<file path="src/rtl/threshold_ctrl.sv">
// Binary threshold stage: binarizes a raster intensity stream against a per-frame
// threshold and recomputes that threshold from frame min/max (or a host value).
module threshold_ctrl #(
  parameter int              WIDTH       = 8,
  parameter int              H_RES       = 640,
  parameter int              V_RES       = 480,
  parameter logic [WIDTH-1:0] INIT_THRESH = WIDTH'(128),
  parameter logic [WIDTH-1:0] HI          = '1,
  parameter logic [WIDTH-1:0] LO          = '0
) (
  input  logic             clk,
  input  logic             reset,
  input  logic             en,
  input  logic             manual,
  input  logic [WIDTH-1:0] thresh_in,
  input  logic             in_valid,
  output logic             in_ready,
  input  logic [WIDTH-1:0] in_I,
  output logic             out_valid,
  input  logic             out_ready,
  output logic [WIDTH-1:0] out_q,
  output logic             out_sof,
  output logic             out_eol,
  output logic             out_eof,
  output logic [WIDTH-1:0] thresh,
  output logic [WIDTH-1:0] frame_min,
  output logic [WIDTH-1:0] frame_max,
  output logic             busy
);

  localparam int XW = (H_RES > 1) ? $clog2(H_RES) : 1;
  localparam int YW = (V_RES > 1) ? $clog2(V_RES) : 1;

  typedef enum logic [1:0] {IDLE, RUN, UPDATE} state_t;

  state_t           state_q, state_d;
  logic [XW-1:0]    x_q, x_d;
  logic [YW-1:0]    y_q, y_d;
  logic [WIDTH-1:0] run_min_q, run_min_d;
  logic [WIDTH-1:0] run_max_q, run_max_d;
  logic [WIDTH-1:0] thresh_q, thresh_d;
  logic [WIDTH-1:0] fmin_q, fmin_d;
  logic [WIDTH-1:0] fmax_q, fmax_d;
  logic             ov_q, ov_d;
  logic [WIDTH-1:0] oq_q, oq_d;
  logic             sof_q, sof_d, eol_q, eol_d, eof_q, eof_d;

  logic             accept;
  logic             x_last, y_last;
  logic [WIDTH:0]   mm_sum;

  // The output register is a one-deep skid: a new pixel may enter only when it drains.
  assign in_ready = (state_q == RUN) && (!ov_q || out_ready);
  assign accept   = in_valid && in_ready;
  assign x_last   = (x_q == XW'(H_RES - 1));
  assign y_last   = (y_q == YW'(V_RES - 1));
  // Extra carry bit keeps the midpoint exact for any min/max pair.
  assign mm_sum   = {1'b0, run_min_q} + {1'b0, run_max_q};

  always_comb begin
    // NOTE: every _d gets its hold value first, so no branch can leave one unassigned (no latches).
    state_d   = state_q;
    x_d       = x_q;
    y_d       = y_q;
    run_min_d = run_min_q;
    run_max_d = run_max_q;
    thresh_d  = thresh_q;
    fmin_d    = fmin_q;
    fmax_d    = fmax_q;
    ov_d      = ov_q;
    oq_d      = oq_q;
    sof_d     = sof_q;
    eol_d     = eol_q;
    eof_d     = eof_q;

    if (ov_q && out_ready) ov_d = 1'b0;

    case (state_q)
      IDLE: begin
        if (en) begin
          if (manual) thresh_d = thresh_in;
          x_d       = '0;
          y_d       = '0;
          run_min_d = '1;
          run_max_d = '0;
          state_d   = RUN;
        end
      end
      RUN: begin
        if (accept) begin
          ov_d  = 1'b1;
          oq_d  = (in_I > thresh_q) ? HI : LO;
          sof_d = (x_q == '0) && (y_q == '0);
          eol_d = x_last;
          eof_d = x_last && y_last;
          if (in_I < run_min_q) run_min_d = in_I;
          if (in_I > run_max_q) run_max_d = in_I;
          if (x_last) begin
            x_d = '0;
            if (y_last) begin
              y_d     = '0;
              state_d = UPDATE;
            end else begin
              y_d = y_q + 1'b1;
            end
          end else begin
            x_d = x_q + 1'b1;
          end
        end
      end
      UPDATE: begin
        fmin_d    = run_min_q;
        fmax_d    = run_max_q;
        thresh_d  = manual ? thresh_in : mm_sum[WIDTH:1];
        run_min_d = '1;
        run_max_d = '0;
        state_d   = en ? RUN : IDLE;
      end
      default: state_d = IDLE;
    endcase
  end

  // NOTE: state registers use non-blocking assignment so all of them update from pre-edge values.
  always_ff @(posedge clk or posedge reset) begin
    if (reset) begin
      state_q   <= IDLE;
      x_q       <= '0;
      y_q       <= '0;
      run_min_q <= '1;
      run_max_q <= '0;
      thresh_q  <= INIT_THRESH;
      fmin_q    <= '0;
      fmax_q    <= '0;
      ov_q      <= 1'b0;
      oq_q      <= LO;
      sof_q     <= 1'b0;
      eol_q     <= 1'b0;
      eof_q     <= 1'b0;
    end else begin
      state_q   <= state_d;
      x_q       <= x_d;
      y_q       <= y_d;
      run_min_q <= run_min_d;
      run_max_q <= run_max_d;
      thresh_q  <= thresh_d;
      fmin_q    <= fmin_d;
      fmax_q    <= fmax_d;
      ov_q      <= ov_d;
      oq_q      <= oq_d;
      sof_q     <= sof_d;
      eol_q     <= eol_d;
      eof_q     <= eof_d;
    end
  end

  assign out_valid = ov_q;
  assign out_q     = oq_q;
  assign out_sof   = sof_q;
  assign out_eol   = eol_q;
  assign out_eof   = eof_q;
  assign thresh    = thresh_q;
  assign frame_min = fmin_q;
  assign frame_max = fmax_q;
  assign busy      = (state_q != IDLE);

endmodule

</file>
<file path="config.mk">
export PLATFORM = sky130hd
export DESIGN_NAME = threshold_ctrl
export DESIGN_NICKNAME = d
export VERILOG_FILES = /design/src/rtl/threshold_ctrl.sv
export SDC_FILE = /design/constraint.sdc
export NUM_CORES = 1
export LEC_CHECK = 0
export BUFFER_PORTS_ARGS = -buffer_cell sky130_fd_sc_hd__clkbuf_2
export CAP_MARGIN = 20
export CORE_ASPECT_RATIO = 0.9
export CORE_MARGIN = 1
export CORE_UTILIZATION = 30
export CTS_CLUSTER_DIAMETER = 30
export DETAILED_ROUTE_END_ITERATION = 10
export HOLD_SLACK_MARGIN = 0.03
export SLEW_MARGIN = 20
export SYNTH_ARGS = -nofsm -noshare
export SYNTH_HDL_FRONTEND = slang
export SYNTH_SLANG_ARGS = --single-unit
</file>
<file path="constraint.sdc">
create_clock -name clk -period 2.4 [get_ports clk]
set_clock_uncertainty 0.1 [all_clocks]
set_input_delay 0.24 -clock clk [delete_from_list [all_inputs] [get_ports clk]]
set_output_delay 0.24 -clock clk [all_outputs]
set_load 0.02 [all_outputs]
</file>
==> summary.txt, run 1 <==
Run status
  • Outcome: finished clean

Worst setup path
  • WP data required: 2.56 ns
  • Crit end category: flop
  • Worst r2r src: run_min_q[6]
  • Crit-path max FO: 8
  • Crit Path Category: reg -> reg
  • Startpoint types: flop
  • Register-to-register path setup slack: 0.16 ns
  • Reg2reg end: run_min_q[0]
  • Worst EP arrival: 2.40 ns
  • FF-to-FF path depth: 7

GRT
  • Initial antenna violation count: 0
  • First-pass GRT wire length: 16,800 µm
  • Largest net degree at the start of global routing: 67
  • Aggregate global routing overflow: 0
  • Vias in the first global route: 3,478
  • Total GRT Usage: 0.157

Hold path
  • HP Class: in -> reg
  • Worst hold path endpoint: thresh[3]
  • Hold Path Cell Cnt: 3
  • Hold Crit Start: thresh_in[3]

Synthesis
  • Post-synth EDFFs: 0
  • Syn nets: 473
  • Sequential fraction of the synthesis area: 0.422
  • Synthesis warning total: 0
  • Post-Syn Area: 3940 µm²
  • Netlist cell types: 61
  • Top FF cell, synth: dfrtp_1
  • Mean Syn Cell Area: 9.48 µm²
  • Async SR Flop Fraction: 1.00
  • Synth Instances: 416
  • #FFs+latches synth: 66

Clock tree
  • TritonCTS clock tree: yes
  • CTS Sinks: 66
  • Clock Latency Late Sink: 0.33 ns
  • Clock root cell: clkbuf_16
  • H-tree depth: 3
  • Deepest clock path buffer count: 2
  • CTS Buf Count: 9
  • Setup Fix Bufs, Post-CTS: 0
  • Clock Pin Slew Worst Setup and Hold Paths: 0.06 ns

Timing
  • Period minus WS final: 2.24 ns
  • Final Max Tran Viols: 0
  • Fmax: 446 MHz
  • Worst-margin pin slew: 0.448 ns
  • Final hold violations: 0
  • Unrepaired setup endpoints after global routing: no
  • Slew headroom: 0.699
  • Setup Viol. Count Final: 0
  • Crit share post-route: 0.934
  • Sum Neg Setup Slack: 0 ns

Layout
  • Most common cell after layout, fill and taps aside: clkbuf_2
  • Filler Cell Count: 1,275
  • Share of cells above drive strength 1: 0.237
  • Number of diodes: 0
  • P&R area growth vs syn: 20.4%
  • Final Instance Count excl. Fillers: 650
  • Most frequent cells in the layout: clkbuf_2 (59), dfrtp_1 (57), nand2_1 (49)
  • Layout net count: 538

Routing
  • Initial DRC Count: 158
  • Vias: 3,260
  • Drt total wl: 9910 µm
  • Average routed wire per standard cell: 15.2 µm
  • # DRC: 0
  • Via-to-Cell Ratio: 5.02
  • Drt first pass iters: 4
  • Detail Route Antenna Nets: 0

Die
  • Area of the core: 12,700 µm²
  • Die height: 111 µm
  • # rows: 39
  • Die ar.: 13,600 µm²
  • DIE WIDTH: 123 µm
  • Initial Utilization: 0.310
  • IO Count: 60

Flow run
  • Max_cap viols: 0

Power and ir drop
  • PD cells: 1060 nW/µm²
  • Lkg Pwr: 2.29 nW
  • Worst vdd ir: 405 µV

Placement
  • Number of port buffers: 59
  • GP Congestion: 0.839
  • Hpwl dp: 7440 µm
  • Placed cells: 633
kinds of logic after synthesis:
family,share of synthesized area
simple gates,0.171
compound gates,0.208
flops,0.422
buf+inv,0.0628
fa+ha+maj,0.113
xor+xnor,0.0178
mux,0.00571
where the power goes:
part           total [mW]  switching, mW  internal [mW]
clock network        1.35          0.496          0.855
logic                1.99           1.15          0.838
registers            1.68          0.265           1.41
worst max-delay path, stage by stage, from the launching register on:
cell and delay, ns:
dfstp_2 0.55, inv_1 0.06, ha_1 0.30, a21o_1 0.18, a21oi_1 0.16, o31ai_1 0.14, or3_1 0.47, o22a_1 0.23
stage by stage:
stage                util  setup slack, ns  area (µm²)  power, mW  hold slack [ns]
floorplan               -            0.334        3940       3.17            0.254
global placement    0.348            0.227        4430       3.60            0.226
detailed placement  0.348            0.161        4430       3.67            0.236
CTS                 0.373            0.148        4750       5.05           0.0438
global route        0.373           0.0162        4750       5.40           0.0626
finish              0.373            0.159        4750       5.02           0.0465
per-layer routing:
metal | vias up | wire (µm) | part of all wire | GRT usage
met5 | - | 0 | 0 | 0
met4 | 0 | 96 | 0.0097 | 0.0431
met3 | 7 | 309 | 0.031 | 0.0309
met2 | 56 | 4890 | 0.49 | 0.268
met1 | 1584 | 4620 | 0.47 | 0.199
li1 | 1613 | - | - | -
Yosys cell counts, types with 7 or more instances:
| library cell | n | area share |
|---|---|---|
| a21o_1 | 7 | 0.013 |
| a21oi_1 | 18 | 0.023 |
| a31oi_1 | 10 | 0.016 |
| buf_4 | 7 | 0.013 |
| dfrtp_1 | 57 | 0.36 |
| dfstp_2 | 9 | 0.060 |
| ha_1 | 34 | 0.11 |
| inv_1 | 36 | 0.034 |
| nand2_1 | 49 | 0.047 |
| nand2b_1 | 7 | 0.011 |
| nand3_1 | 8 | 0.010 |
| nand4_1 | 9 | 0.014 |
| nor2_1 | 22 | 0.021 |
| o21ai_0 | 42 | 0.053 |
| o22a_1 | 9 | 0.020 |
| o22ai_1 | 8 | 0.013 |
registers in the layout, summed over array words and instances (netlist names):
| register | count |
|---|---|
| x_q | 10 |
| y_q | 9 |
| frame_max | 8 |
| frame_min | 8 |
| run_max_q | 8 |
| run_min_q | 8 |
| thresh | 8 |
| state_q | 2 |
| out_eof | 1 |
| out_eol | 1 |
| out_q | 1 |
| out_sof | 1 |
| out_valid | 1 |
timing repair:
item / in CTS / in global routing
hold buffers: 1 / 0
endpoints found under the hold margin: 57 / 0
gates resized for setup: 0 / 0
area by class of cell:
type / instances / area, µm² / share of cell area
Multi-Input combinational cell: 296 / 2030 / 0.428
Clock buffer: 11 / 253 / 0.0532
Tap cell: 164 / 205 / 0.0432
Timing Repair Buffer: 72 / 408 / 0.0859
Inverter: 36 / 135 / 0.0285
Sequential cell: 66 / 1660 / 0.350
Clock inverter: 5 / 52.6 / 0.0111
how the worst max path moves through the flow:
| stage | start | endpoint | slack (ns) | depth (start not counted) |
|---|---|---|---|---|
| finish | run_min_q[6] | run_min_q[0] | 0.16 | 7 |
| global route | run_min_q[2] | run_min_q[0] | 0.02 | 7 |
| CTS | run_min_q[6] | run_min_q[2] | 0.15 | 7 |
| detailed placement | run_min_q[6] | run_min_q[2] | 0.16 | 7 |
| global placement | run_min_q[2] | run_min_q[7] | 0.23 | 7 |
| floorplan | run_min_q[2] | run_min_q[0] | 0.33 | 8 |
(Power assumes the default switching activity.)
==> run 2: changes to the inputs <==
- SETUP_SLACK_MARGIN: unset -> 0.3
==> summary.txt, run 2 (synthesized netlist as in run 1, its figures left out) <==
Die
  • # rows: 39
  • IO Count: 60
  • Initial Utilization: 0.310
  • Die height: 111 µm
  • DIE WIDTH: 123 µm
  • Area of the core: 12,700 µm²
  • Die ar.: 13,600 µm²

Clock tree
  • Clock Pin Slew Worst Setup and Hold Paths: 0.06 ns
  • Clock Latency Late Sink: 0.33 ns
  • Clock root cell: clkbuf_16
  • CTS Buf Count: 9
  • Deepest clock path buffer count: 2
  • H-tree depth: 3
  • TritonCTS clock tree: yes
  • CTS Sinks: 66

Worst setup path
  • CP max-delay cell: dfstp_2
  • CP delay by family, top: compound AO/OA/AOI/OAI gates
  • Crit Path Category: reg -> reg
  • Largest stage delay, worst path: 0.54 ns
  • Worst EP arrival: 2.19 ns
  • Crit path buffers/inverters: 1
  • WP data required: 2.56 ns
  • Crit end category: flop
  • Worst path cell trace: inv_2 -> ha_4 -> a21o_1 -> a21oi_2 -> o31ai_4 -> or3_4 -> o22a_1
  • Crit-path max FO: 8
  • Startpoint types: flop

Timing
  • Sum Neg Setup Slack: 0 ns
  • Final hold violations: 0
  • Period minus WS final: 2.03 ns
  • Final Max Tran Viols: 0
  • Crit share post-route: 0.846
  • Setup Viol. Count Final: 0
  • Slew headroom: 0.733
  • Unrepaired setup endpoints after global routing: yes
  • Fmax: 493 MHz
  • Worst-margin pin slew: 0.391 ns
  • Setup slack after layout: 0.370 ns

Power and ir drop
  • Share of power burned in registers: 0.319
  • Lkg Pwr: 2.34 nW
  • Worst vdd ir: 435 µV
  • Power share of the combinational group: 0.424
  • PD cells: 1070 nW/µm²
  • Clock network fraction of total power: 0.258
  • Switch Pwr: 2.01 mW
  • Switching Share: 0.383
  • Int Pwr: 3.24 mW

GRT
  • Largest net degree at the start of global routing: 67
  • First-pass GRT wire length: 16,900 µm
  • Initial antenna violation count: 0
  • Total GRT Usage: 0.159
  • Aggregate global routing overflow: 0
  • Vias in the first global route: 3,514

Placement
  • Post-Place Worst Slack: 0.161 ns
  • GP Congestion: 0.839
  • Hpwl dp: 7440 µm
  • Number of port buffers: 59
  • Placed instance area: 4430 µm²

Routing
  • Drt total wl: 10,100 µm
  • Vias: 3,321
  • Detail Route Antenna Nets: 0
  • Drt first pass iters: 4
  • # DRC: 0
  • Initial DRC Count: 183
  • Via-to-Cell Ratio: 5.03
  • Average routed wire per standard cell: 15.4 µm

Layout
  • Layout net count: 548
  • Largest Register: x_q
  • Biggest regs: x_q: 10 flops, y_q: 9 flops
  • P&R area growth vs syn: 25.0%
  • Most frequent cells in the layout: clkbuf_2 (59), dfrtp_1 (56), nand2_1 (49)
  • Fin area: 4930 µm²
  • Max reg flops: 10
  • Number of diodes: 0
  • Share of cells above drive strength 1: 0.284
  • Filler Cell Count: 1,250
  • Most common cell after layout, fill and taps aside: clkbuf_2
  • Final core occ: 0.387

Run status
  • Outcome: finished clean

Flow run
  • Max_cap viols: 0

Hold path
  • HP Class: in -> reg
run 2: worst reg2reg max path, delay by kind of cell, from the launching register on:
family	cells	cell delay, ns
adders and majority gates	1	0.21
and+or+nand+nor	1	0.39
buffers and inverters	1	0.05
AOI/OAI and AO/OA	4	0.67
DFF	1	0.54
run 2: per-stage QoR:
stage | power [mW] | std cells | hold slack [ns]
after floorplan | 3.17 | 416 | 0.254
after global placement | 3.60 | 633 | 0.226
after detailed placement | 3.67 | 633 | 0.236
after CTS | 5.16 | 652 | 0.0438
after global routing | 5.63 | 660 | 0.0626
final | 5.26 | 660 | 0.0443
run 2: worst paths after layout:
check,to,slack (ns),start,depth (start not counted)
max in group asynchronous,thresh[7],1.43,reset,4
min,thresh[3],0.04,thresh_in[3],3
max reg2reg,run_min_q[6],0.37,run_min_q[6],7
min reg2reg,out_eol,0.38,out_eol,1
max,run_min_q[6],0.37,run_min_q[6],7
min in group asynchronous,x_q[6],0.41,reset,4
run 2: per-layer routing:
| metal | track usage | part of all wire | wire [µm] | vias up |
|---|---|---|---|---|
| met2 | 0.271 | 0.49 | 4980 | 67 |
| met5 | 0 | 0 | 0 | - |
| li1 | - | - | - | 1636 |
| met3 | 0.0309 | 0.033 | 331 | 7 |
| met4 | 0.0439 | 0.0095 | 96 | 0 |
| met1 | 0.201 | 0.47 | 4740 | 1611 |
run 2: cell type report:
| type | count | area, µm² | share of cell area |
|---|---|---|---|
| clock inverter | 5 | 52.6 | 0.0107 |
| multi-input combinational | 296 | 2130 | 0.433 |
| inverter | 36 | 135 | 0.0274 |
| tap | 164 | 205 | 0.0416 |
| timing repair buffer | 82 | 487 | 0.0988 |
| sequential | 66 | 1660 | 0.338 |
| clock buffer | 11 | 253 | 0.0513 |
run 2: timing repair:
action,4_1_cts,5_1_grt
endpoints found under the setup margin,9,28
pin swaps,6,11
setup buffers,2,8
resized for setup,9,13
endpoints found under the hold margin,57,0
hold buffers,1,0
run 2: power by group through the flow:
stage | logic (mW) | clock network, mW | registers, mW
floorplan | 1.48 | 0 | 1.70
global placement | 1.92 | 0 | 1.68
detailed placement | 1.97 | 0 | 1.70
CTS | 2.11 | 1.38 | 1.67
global route | 2.50 | 1.42 | 1.71
finish | 2.23 | 1.35 | 1.68
==> run 3: changes to the inputs <==
- ABC_AREA: unset -> 1
- clock period: 2.4 -> 2.1 ns (I/O delays scaled with it)
==> summary.txt, run 3 <==
Layout
  • Final core occ: 0.406
  • Most frequent cells in the layout: nand2_1 (156), inv_1 (74), clkbuf_2 (58)
  • P&R area growth vs syn: 29.6%
  • Most common cell after layout, fill and taps aside: nand2_1
  • Filler Cell Count: 1,415
  • Number of diodes: 0
  • Area of the multi-input gates: 2410 µm²
  • Largest Register: x_q
  • Biggest regs: x_q: 10 flops, y_q: 9 flops
  • Layout net count: 719
  • Max reg flops: 10
  • Share of cells above drive strength 1: 0.279
  • Register area: 1670 µm²

GRT
  • Largest net degree at the start of global routing: 34
  • First-pass GRT wire length: 18,000 µm
  • Aggregate global routing overflow: 0
  • Initial antenna violation count: 0
  • Vias in the first global route: 3,635
  • Total GRT Usage: 0.159

Timing
  • Setup slack after layout: 0.282 ns
  • Unrepaired setup endpoints after global routing: yes
  • Worst Hold Slack: 0.0721 ns
  • Period minus WS final: 1.82 ns
  • Final Max Tran Viols: 0
  • Crit share post-route: 0.866
  • Worst-margin pin slew: 0.551 ns
  • Fmax: 550 MHz
  • Setup Viol. Count Final: 0
  • Slew headroom: 0.632
  • Sum Neg Setup Slack: 0 ns
  • Final hold violations: 0

Routing
  • # DRC: 0
  • Vias: 3,913
  • Detail Route Antenna Nets: 0
  • Initial DRC Count: 191
  • Average routed wire per standard cell: 13.2 µm
  • Drt total wl: 11,300 µm
  • Drt first pass iters: 4
  • Via-to-Cell Ratio: 4.57

Power and ir drop
  • PD cells: 996 nW/µm²
  • Worst vdd ir: 557 µV
  • Lkg Pwr: 2.90 nW
  • Final Power: 5.51 mW

Die
  • Die ar.: 14,700 µm²
  • Initial Utilization: 0.314
  • Die height: 115 µm
  • IO Count: 60
  • # rows: 40
  • Area of the core: 13,600 µm²
  • DIE WIDTH: 128 µm

Worst setup path
  • Crit end category: flop
  • Crit-path max FO: 5
  • Worst EP arrival: 2.00 ns
  • Crit Path Category: reg -> reg
  • Worst setup path startpoint: run_max_q[5]
  • WP data required: 2.29 ns
  • Worst r2r src: run_max_q[5]
  • Startpoint types: flop

Placement
  • Number of port buffers: 59
  • Hpwl dp: 8220 µm
  • Post-Place Worst Slack: 0.215 ns
  • GP Congestion: 0.838

Clock tree
  • Deepest clock path buffer count: 2
  • Clock Latency Late Sink: 0.35 ns
  • Clock Pin Slew Worst Setup and Hold Paths: 0.06 ns
  • TritonCTS clock tree: yes
  • CTS Buf Count: 9
  • CTS Sinks: 66
  • H-tree depth: 3
  • Clock root cell: clkbuf_16

Synthesis
  • #FFs+latches synth: 66
  • Syn nets: 633
  • Top FF cell, synth: dfrtp_1
  • Sequential fraction of the synthesis area: 0.390
  • Synth top area share: 0.334
  • Cell with the most instances after synthesis: nand2_1
  • Area contributors post-synth: dfrtp_1 (33%), nand2_1 (16%), ha_1 (10%)
  • Synth Instances: 576
  • Synthesis warning total: 0
  • List of most frequent post-synthesis cells: nand2_1 (178), inv_1 (80), dfrtp_1 (57)
  • Post-Syn Area: 4270 µm²
  • Netlist cell types: 40
  • Mean Syn Cell Area: 7.41 µm²
  • Async SR Flop Fraction: 1.00
  • Largest area contributor in the netlist: dfrtp_1
  • Post-synth EDFFs: 0

Run status
  • Outcome: finished clean

Flow run
  • Max_cap viols: 0

Hold path
  • HP Class: in -> reg
  • Hold Crit Start: thresh_in[6]
[run 3: changes by cell type in the layout (fill, tap and decap cells not counted), moves of 8 or more]
| cell | before | now |
|---|---|---|
| nand2_2 | 0 | 24 |
| o21ai_0 | 41 | 31 |
| inv_1 | 33 | 74 |
| nand4_1 | 9 | 17 |
| a31oi_1 | 9 | 0 |
| o22ai_1 | 8 | 0 |
| o22a_1 | 9 | 0 |
| nand3_1 | 8 | 43 |
| nand2_1 | 49 | 156 |
| nor2_1 | 21 | 29 |
| o21ai_1 | 2 | 10 |
[run 3: cells by family after synthesis]
family          synth area share
buf+inv                   0.0991
flops                      0.390
fa+ha+maj                  0.104
xor+xnor                 0.00411
simple gates               0.314
compound gates            0.0862
mux                      0.00235
[run 3: cell type report]
cell class	instances	share of cell area
multi-input cells	409	0.436
flip-flops and latches	66	0.301
repair buffers	90	0.104
inverters	86	0.0606
clock buffers	11	0.0457
well taps	189	0.0428
clock inverters	5	0.00950
[run 3: path summary, 6_finish.rpt]
path                       slack [ns]  cells past startpoint            to
setup / recovery                 0.28                     10  run_max_q[6]
min in group asynchronous        0.36                      3  frame_min[4]
max in group asynchronous        0.91                      4     thresh[7]
setup reg to reg                 0.28                     10  run_max_q[6]
hold / removal                   0.07                      4     thresh[6]
hold reg to reg                  0.38                      2       out_eol
[run 3: per-stage QoR]
| step | area (µm²) | std cells |
|---|---|---|
| floorplan | 4270 | 576 |
| global route | 5530 | 856 |
| finish | 5530 | 856 |
| detailed placement | 4780 | 816 |
| global placement | 4780 | 816 |
| CTS | 5230 | 842 |
[run 3: repair_timing]
item | in CTS | in global routing
setup buffers | 7 | 14
hold endpoints to repair | 13 | 0
resized for setup | 14 | 55
pin swaps | 9 | 16
gates cloned | 1 | 0
hold buffers | 2 | 0
setup endpoints to repair | 22 | 42
[run 3: power breakdown]
group	internal, mW	total, mW	switching [mW]
Combinational	0.927	2.18	1.25
Clock	0.976	1.56	0.579
Sequential	1.54	1.77	0.237
Total	3.44	5.51	2.07
[run 3: worst max-delay path, stage by stage, from the launching register on]
cell	delay [ns]
dfrtp_1	0.42
inv_1	0.11
ha_4	0.28
nand2_1	0.07
nor2_2	0.14
and2_4	0.17
nor2_4	0.04
nand2_4	0.13
buf_4	0.14
nand3_1	0.08
nand2_1	0.09
[run 3: layer usage]
layer | vias to the layer above | global-route usage | part of all wire
li1 | 2036 | - | -
met1 | 1803 | 0.192 | 0.46
met2 | 56 | 0.275 | 0.49
met3 | 18 | 0.0428 | 0.029
met4 | 0 | 0.0541 | 0.020
met5 | - | 0 | 0
